[src/rtl/uart_rx_8n1.sv]
// uart_rx_8n1: 8N1 UART receiver with mid-bit sampling, framing-error detection and break wait
module uart_rx_8n1 #(
    parameter int CLKS_PER_BIT = 104
) (
    input  logic       clk,
    input  logic       rst,
    input  logic       uart_rx,
    output logic [7:0] rx_data,
    output logic       rx_valid,
    output logic       rx_frame_err,
    output logic       rx_busy
);
    localparam int CW = $clog2(CLKS_PER_BIT);
    localparam logic [CW-1:0] HALF = CW'(CLKS_PER_BIT / 2 - 1);
    localparam logic [CW-1:0] LAST = CW'(CLKS_PER_BIT - 1);

    typedef enum logic [2:0] {IDLE, START, DATA, STOP, BREAK_WAIT} state_t;

    state_t        state, state_n;
    logic          rx_m, rx_s;
    logic [CW-1:0] cnt;
    logic [2:0]    idx;
    logic [7:0]    shift;
    logic          half_hit, bit_hit, valid_n, err_n;

    assign half_hit = cnt == HALF;
    assign bit_hit  = cnt == LAST;

    // two-flop synchronizer; idles high so reset never looks like a start bit
    always_ff @(posedge clk) begin
        if (rst) {rx_m, rx_s} <= 2'b11;
        else     {rx_m, rx_s} <= {uart_rx, rx_m};
    end

    // state register
    always_ff @(posedge clk) begin
        if (rst) state <= IDLE;
        else     state <= state_n;
    end

    // next-state decode, only ever looking at the synchronized line
    always_comb begin
        state_n = state;
        case (state)
            IDLE:       state_n = rx_s ? IDLE : START;
            START:      state_n = !half_hit ? START : (rx_s ? IDLE : DATA);
            DATA:       state_n = (bit_hit && idx == 3'd7) ? STOP : DATA;
            STOP:       state_n = !bit_hit ? STOP : (rx_s ? IDLE : BREAK_WAIT);
            BREAK_WAIT: state_n = rx_s ? IDLE : BREAK_WAIT;
            default:    state_n = IDLE;
        endcase
    end

    // outputs: busy from state, pulse requests at the stop-bit sample
    always_comb begin
        rx_busy = state != IDLE;
        valid_n = state == STOP && bit_hit && rx_s;
        err_n   = state == STOP && bit_hit && !rx_s;
    end

    // bit timer, shift register and registered result outputs
    always_ff @(posedge clk) begin
        if (rst) begin
            cnt          <= '0;
            idx          <= '0;
            shift        <= '0;
            rx_data      <= '0;
            rx_valid     <= 1'b0;
            rx_frame_err <= 1'b0;
        end else begin
            cnt          <= (state == IDLE || state == BREAK_WAIT || state != state_n || bit_hit) ? '0 : cnt + 1'b1;
            idx          <= state != DATA ? '0 : (bit_hit ? idx + 1'b1 : idx);
            shift        <= (state == DATA && bit_hit) ? {rx_s, shift[7:1]} : shift;
            rx_data      <= valid_n ? shift : rx_data;
            rx_valid     <= valid_n;
            rx_frame_err <= err_n;
        end
    end
endmodule

[config.mk]
export PLATFORM = sky130hd
export DESIGN_NAME = uart_rx_8n1
export DESIGN_NICKNAME = d
export VERILOG_FILES = /design/src/rtl/uart_rx_8n1.sv
export SDC_FILE = /design/constraint.sdc
export NUM_CORES = 1
export LEC_CHECK = 0
export CORE_MARGIN = 2
export CORE_UTILIZATION = 40
export CTS_CLUSTER_SIZE = 25
export DETAILED_ROUTE_END_ITERATION = 12
export SYNTH_ARGS = -nofsm -noshare
export SYNTH_HDL_FRONTEND = slang
export SYNTH_SLANG_ARGS = --single-unit
[constraint.sdc]
create_clock -name clk -period 2.26 [get_ports clk]
set_clock_uncertainty 0.15 [all_clocks]
set_input_delay 0.565 -clock clk [delete_from_list [all_inputs] [get_ports clk]]
set_output_delay 0.565 -clock clk [all_outputs]
set_load 0.02 [all_outputs]
[After elaboration in Yosys (flattened, before gate mapping)]
Cells that the tools add are included.
Storage, ports and cells
  flip-flop bits (word level): 33
  word-level logic and storage cells: 40
Cells by class
  reductions and logical operators: 13
  equal/unequal tests: 9
  muxes and demuxes: 7
  $add $sub $neg: 2
Operators with widths (count)
  $pmux 3 s5: 1
  $add 7x1->7 const B: 1
  $eq 7x6->1 const B: 1
  $eq 7x7->1 const B: 1
  $eq 3x2->1 const B: 2
  $eq 3x3->1 const B: 2
  $mux 3: 2
  $logic_and 1x1->1: 5
  $mux 2: 2
  $reduce_or 2->1: 2
  $add 3x1->3 const B: 1
  $eq 3x1->1 const B: 1
  $logic_not 3->1: 1
  $logic_or 1x1->1: 3
  $ne 3x2->1 const B: 1
  $ne 3x3->1: 1
  $reduce_bool 3->1: 1
  $mux 1: 2
  $logic_not 1->1: 1

[Logic depth before layout (Yosys ltp)]
  depth after elaboration: 8
  depth in mapped cells: 6
  gate-level depth less buffers: 6

[Worst setup path before layout]
Ideal clock, no wire load.
  path kind: register to register
  start point: reg cnt[0]
  end point: reg cnt[2]
  path slack: 0.499 ns
  library setup time: 0.078 ns
  clock period less this slack: 1.761 ns
  buffers on the path: 1
  cell stages (with the launch flop): 7
  data arrival time: 1.533 ns
  cell sequence: dfxtp_1 > ha_1 > and3b_1 > buf_6 > a2111oi_4 > o41ai_4 > nor3_1
On the way
  cells in the longest elaborated chain, start to end: 8
  elaborated cells between the ends (all ways): 12
RTL lines
  start: declaration: line 21  | logic [CW-1:0] cnt;
  start signal: assignment: line 71  | cnt <= (state == IDLE || state == BREAK_WAIT || state != state_n || bit_hit) ? '0 : cnt + 1'b1;
  $eq 7x7->1: line 27  | assign bit_hit = cnt == LAST;
  $logic_and 1x1->1: line 47  | DATA: state_n = (bit_hit && idx == 3'd7) ? STOP : DATA;
  $mux 1: line 47
  $pmux 3 s5: line 44  | case (state)
  $ne 3x3->1: line 71
  $logic_or 1x1->1 (2 in a row): line 71
  $reduce_or 2->1 (no line)
Parallel ways exist; a longest one is shown, timed or not.
A chain may end at the register's enable or synchronous reset.

[Worst setup path in the final report]
  start point: reg cnt[0]
  end point: reg cnt[4]
Same word-level chain as after synthesis.

==> results.sh <==
export IMPL_status="completed"
export IMPL_timing_slew_headroom_pct=68.24
export IMPL_rr_startpoint="cnt[0]$_SDFF_PP0_"
export IMPL_worstSetupEndpointType="flip-flop"
export IMPL_clkPwrFrac_pct=33.0
export IMPL_tightest_slew_ns=0.4747
export IMPL_holdWs_ns=0.2586
export IMPL_swShare_pct=24.86
export IMPL_numCtsBuffers=5
export IMPL_avgRoutedWirePerCell_um=12.73
export IMPL_drive_above_1_share_pct=17.18
export IMPL_die_x_um=64.21
export IMPL_dpl_cell_count=201
export IMPL_synthFlopType="dfxtp_1"
export IMPL_syn_num_nets=148
export IMPL_arrival_ns=2.12
export IMPL_clock_sinks=33
export IMPL_antenna_found_initial=0
export IMPL_synth_seq_cells=33
export IMPL_cts_clk_slew_worst_paths_ns=0.11
export IMPL_ys_seq_area_share_pct=45.56
export IMPL_fp_row_count=21
export IMPL_cts_resized=1
export IMPL_min_path_cells=1
export IMPL_htree_levels=2
export IMPL_critPathLaunchType="flip-flop"
export IMPL_ff2ff_path_depth=5
export IMPL_finalNetCount=168
export IMPL_root_buffer="clkbuf_4"
export IMPL_grt_max_degree=20
export IMPL_synth_area_per_cell_um2=10.21
export IMPL_combPwrFrac_pct=6.3
export IMPL_drc=0
export IMPL_setup_viol=0
export IMPL_yosys_warnings=0
export IMPL_diodes=0
export IMPL_worstHoldStart="rx_m$_SDFF_PP1_"
export IMPL_placeableCoreArea_um2=3416
export IMPL_grt_pass1_vias=1063
export IMPL_power_frac_seq_pct=60.7
export IMPL_final_hold_viol_count=0
export IMPL_async_flop_share_pct=0
export IMPL_globalRouteOverflowTotal=0
export IMPL_fin_cells=209
export IMPL_synthTopCellsByArea="dfxtp_1 46%, mux2i_1 12%, nor2_1 6.7%"
export IMPL_syn_inst=142
export IMPL_fin_crit_sh_pct=90.82
export IMPL_clkLatencyLatePin_ns=0.34
export IMPL_drt_first_pass_iters=4
export IMPL_gr_usage_all_layers_pct=14.57
export IMPL_start_util_pct=42.45
export IMPL_syn_area_um2=1450
export IMPL_grt_pass1_wl_mm=4.567
export IMPL_ys_types=39
export IMPL_synth_top_area_share_pct=45.56
export IMPL_maxCapViolCount=0
export IMPL_syn2layout_area_growth_pct=17.69
export IMPL_io_buffers=13
export IMPL_setup_tns_ns=0
export IMPL_drt_iter0_drc=27
export IMPL_power_density_nw_per_um2=572.2
export IMPL_clock_path_buffers=2
export IMPL_hp_class="reg2reg"
export IMPL_hpwl_mm=1.847
export IMPL_post_cts_buffers=0
export IMPL_finalMaxSlewViolations=0
export IMPL_via_count=1071
export IMPL_fin_crit_ns=2.053
export IMPL_crit_start="cnt[0]$_SDFF_PP0_"
export IMPL_p_sw_w=0.0002427
export IMPL_tritoncts="done"
export IMPL_p_leak_nw=0.6551
export IMPL_gp_congestion=0.7265
export IMPL_yosysTopAreaCell="dfxtp_1"
export IMPL_crit_type="reg2reg"
export IMPL_antenna_left=0
export IMPL_holdBufCountCts=0
export IMPL_required_ns=2.33
export IMPL_die_h_um=64.21
export IMPL_path_max_fanout=7
export IMPL_ios=14
export IMPL_die_area_um2=4123
export IMPL_routed_via_density=5.124
export IMPL_fmax_mhz=487.2
export IMPL_p_int_w=0.0007338
export IMPL_drt_total_wl_mm=2.661
export IMPL_vdd_drop_max_v=0.0003705
export IMPL_synth_edf_count=0
export IMPL_rsz0062_at_grt="false"
## final timing paths
check	endpoint	slack, ns
min	rx_s$_SDFF_PP1_	0.26
max reg2reg	cnt[4]$_SDFF_PP0_	0.21
max	cnt[4]$_SDFF_PP0_	0.21
min reg2reg	rx_s$_SDFF_PP1_	0.26
## synth_stat cells, types with 2 or more instances
cell,number
buf_2,3
xor2_1,2
nand4_1,2
buf_6,2
nor3_1,5
xnor2_1,4
nand3_1,4
clkbuf_1,2
mux2i_1,18
nor3b_1,2
or2_2,2
nand2_1,6
inv_1,2
a21oi_1,2
dfxtp_1,33
nand3b_1,2
a211oi_1,2
nor2_1,26
ha_1,3
## layout make-up
cell class,count,area (µm²)
Fill cell,325,1709
Multi-Input combinational cell,100,744.5
Sequential cell,33,660.6
Timing Repair Buffer,20,185.2
Tap cell,46,57.56
Clock buffer,6,41.29
Clock inverter,2,10.01
Inverter,2,7.507
## cell usage in the layout (no fill, tap or decap), types with 2 or more instances in the layout
cell type	instances
inv_1	2
nand3_1	4
buf_4	7
or2_2	2
nand2_1	6
nor3_1	5
clkbuf_4	5
xor2_1	2
clkinv_2	2
a211oi_1	2
clkdlybuf4s50_1	12
mux2i_1	18
nor2_1	25
ha_1	3
nand3b_1	2
nor3b_1	2
xnor2_1	4
dfxtp_1	33
a21oi_1	2
nand4_1	2
## per-stage QoR
stage / setup WS [ns] / util (%) / power (W) / cell area [µm²]
2_1_floorplan: 0.4990 / - / 0.0006441 / 1450
6_report: 0.2074 / 49.96 / 0.0009765 / 1707
3_5_place_dp: 0.1661 / 48.17 / 0.0006646 / 1645
3_3_place_gp: 0.1982 / 48.17 / 0.0006636 / 1645
4_1_cts: 0.01841 / 49.74 / 0.0009860 / 1699
5_1_grt: 0.06360 / 49.96 / 0.001023 / 1707
## cells by family (layout without fill, tap and decap cells)
kind of cell	Yosys count	after routing	share of synthesized area, %
compound gates	12	12	9.060
xor+xnor	6	6	3.624
fa+ha+maj	3	3	2.589
buf+inv	9	30	3.624
flops	33	33	45.56
mux	19	19	13.20
simple gates	60	60	22.35
## worst max-delay path: stages, from the launching register on
cell     delay [ns]
dfxtp_1        0.38
ha_1           0.26
and3b_1        0.38
nand2_1        0.14
o41ai_4        0.50
nor3_1         0.12
## power groups by stage
stage	Combinational [W]	Clock, W	Sequential (W)
floorplan	0.0000410	0	0.000603
global placement	0.0000595	0	0.000604
detailed placement	0.0000602	0	0.000604
CTS	0.0000611	0.000333	0.000592
global route	0.0000666	0.000363	0.000593
finish	0.0000616	0.000322	0.000592
## metal layers
metal  global-route usage (%)  wire, µm
met2                    23.44      1255
met1                    16.85      1248
met4                    9.574        65
met5                        0         0
met3                    4.049        92
## registers in the layout (all words and copies together) (netlist names)
| name | count |
|---|---|
| state | 3 |
| rx_frame_err | 1 |
| shift | 8 |
| rx_valid | 1 |
| rx_m | 1 |
| rx_s | 1 |
| cnt | 7 |
| rx_data | 8 |
| idx | 3 |
No activity file was read; power rests on OpenSTA's default activity.
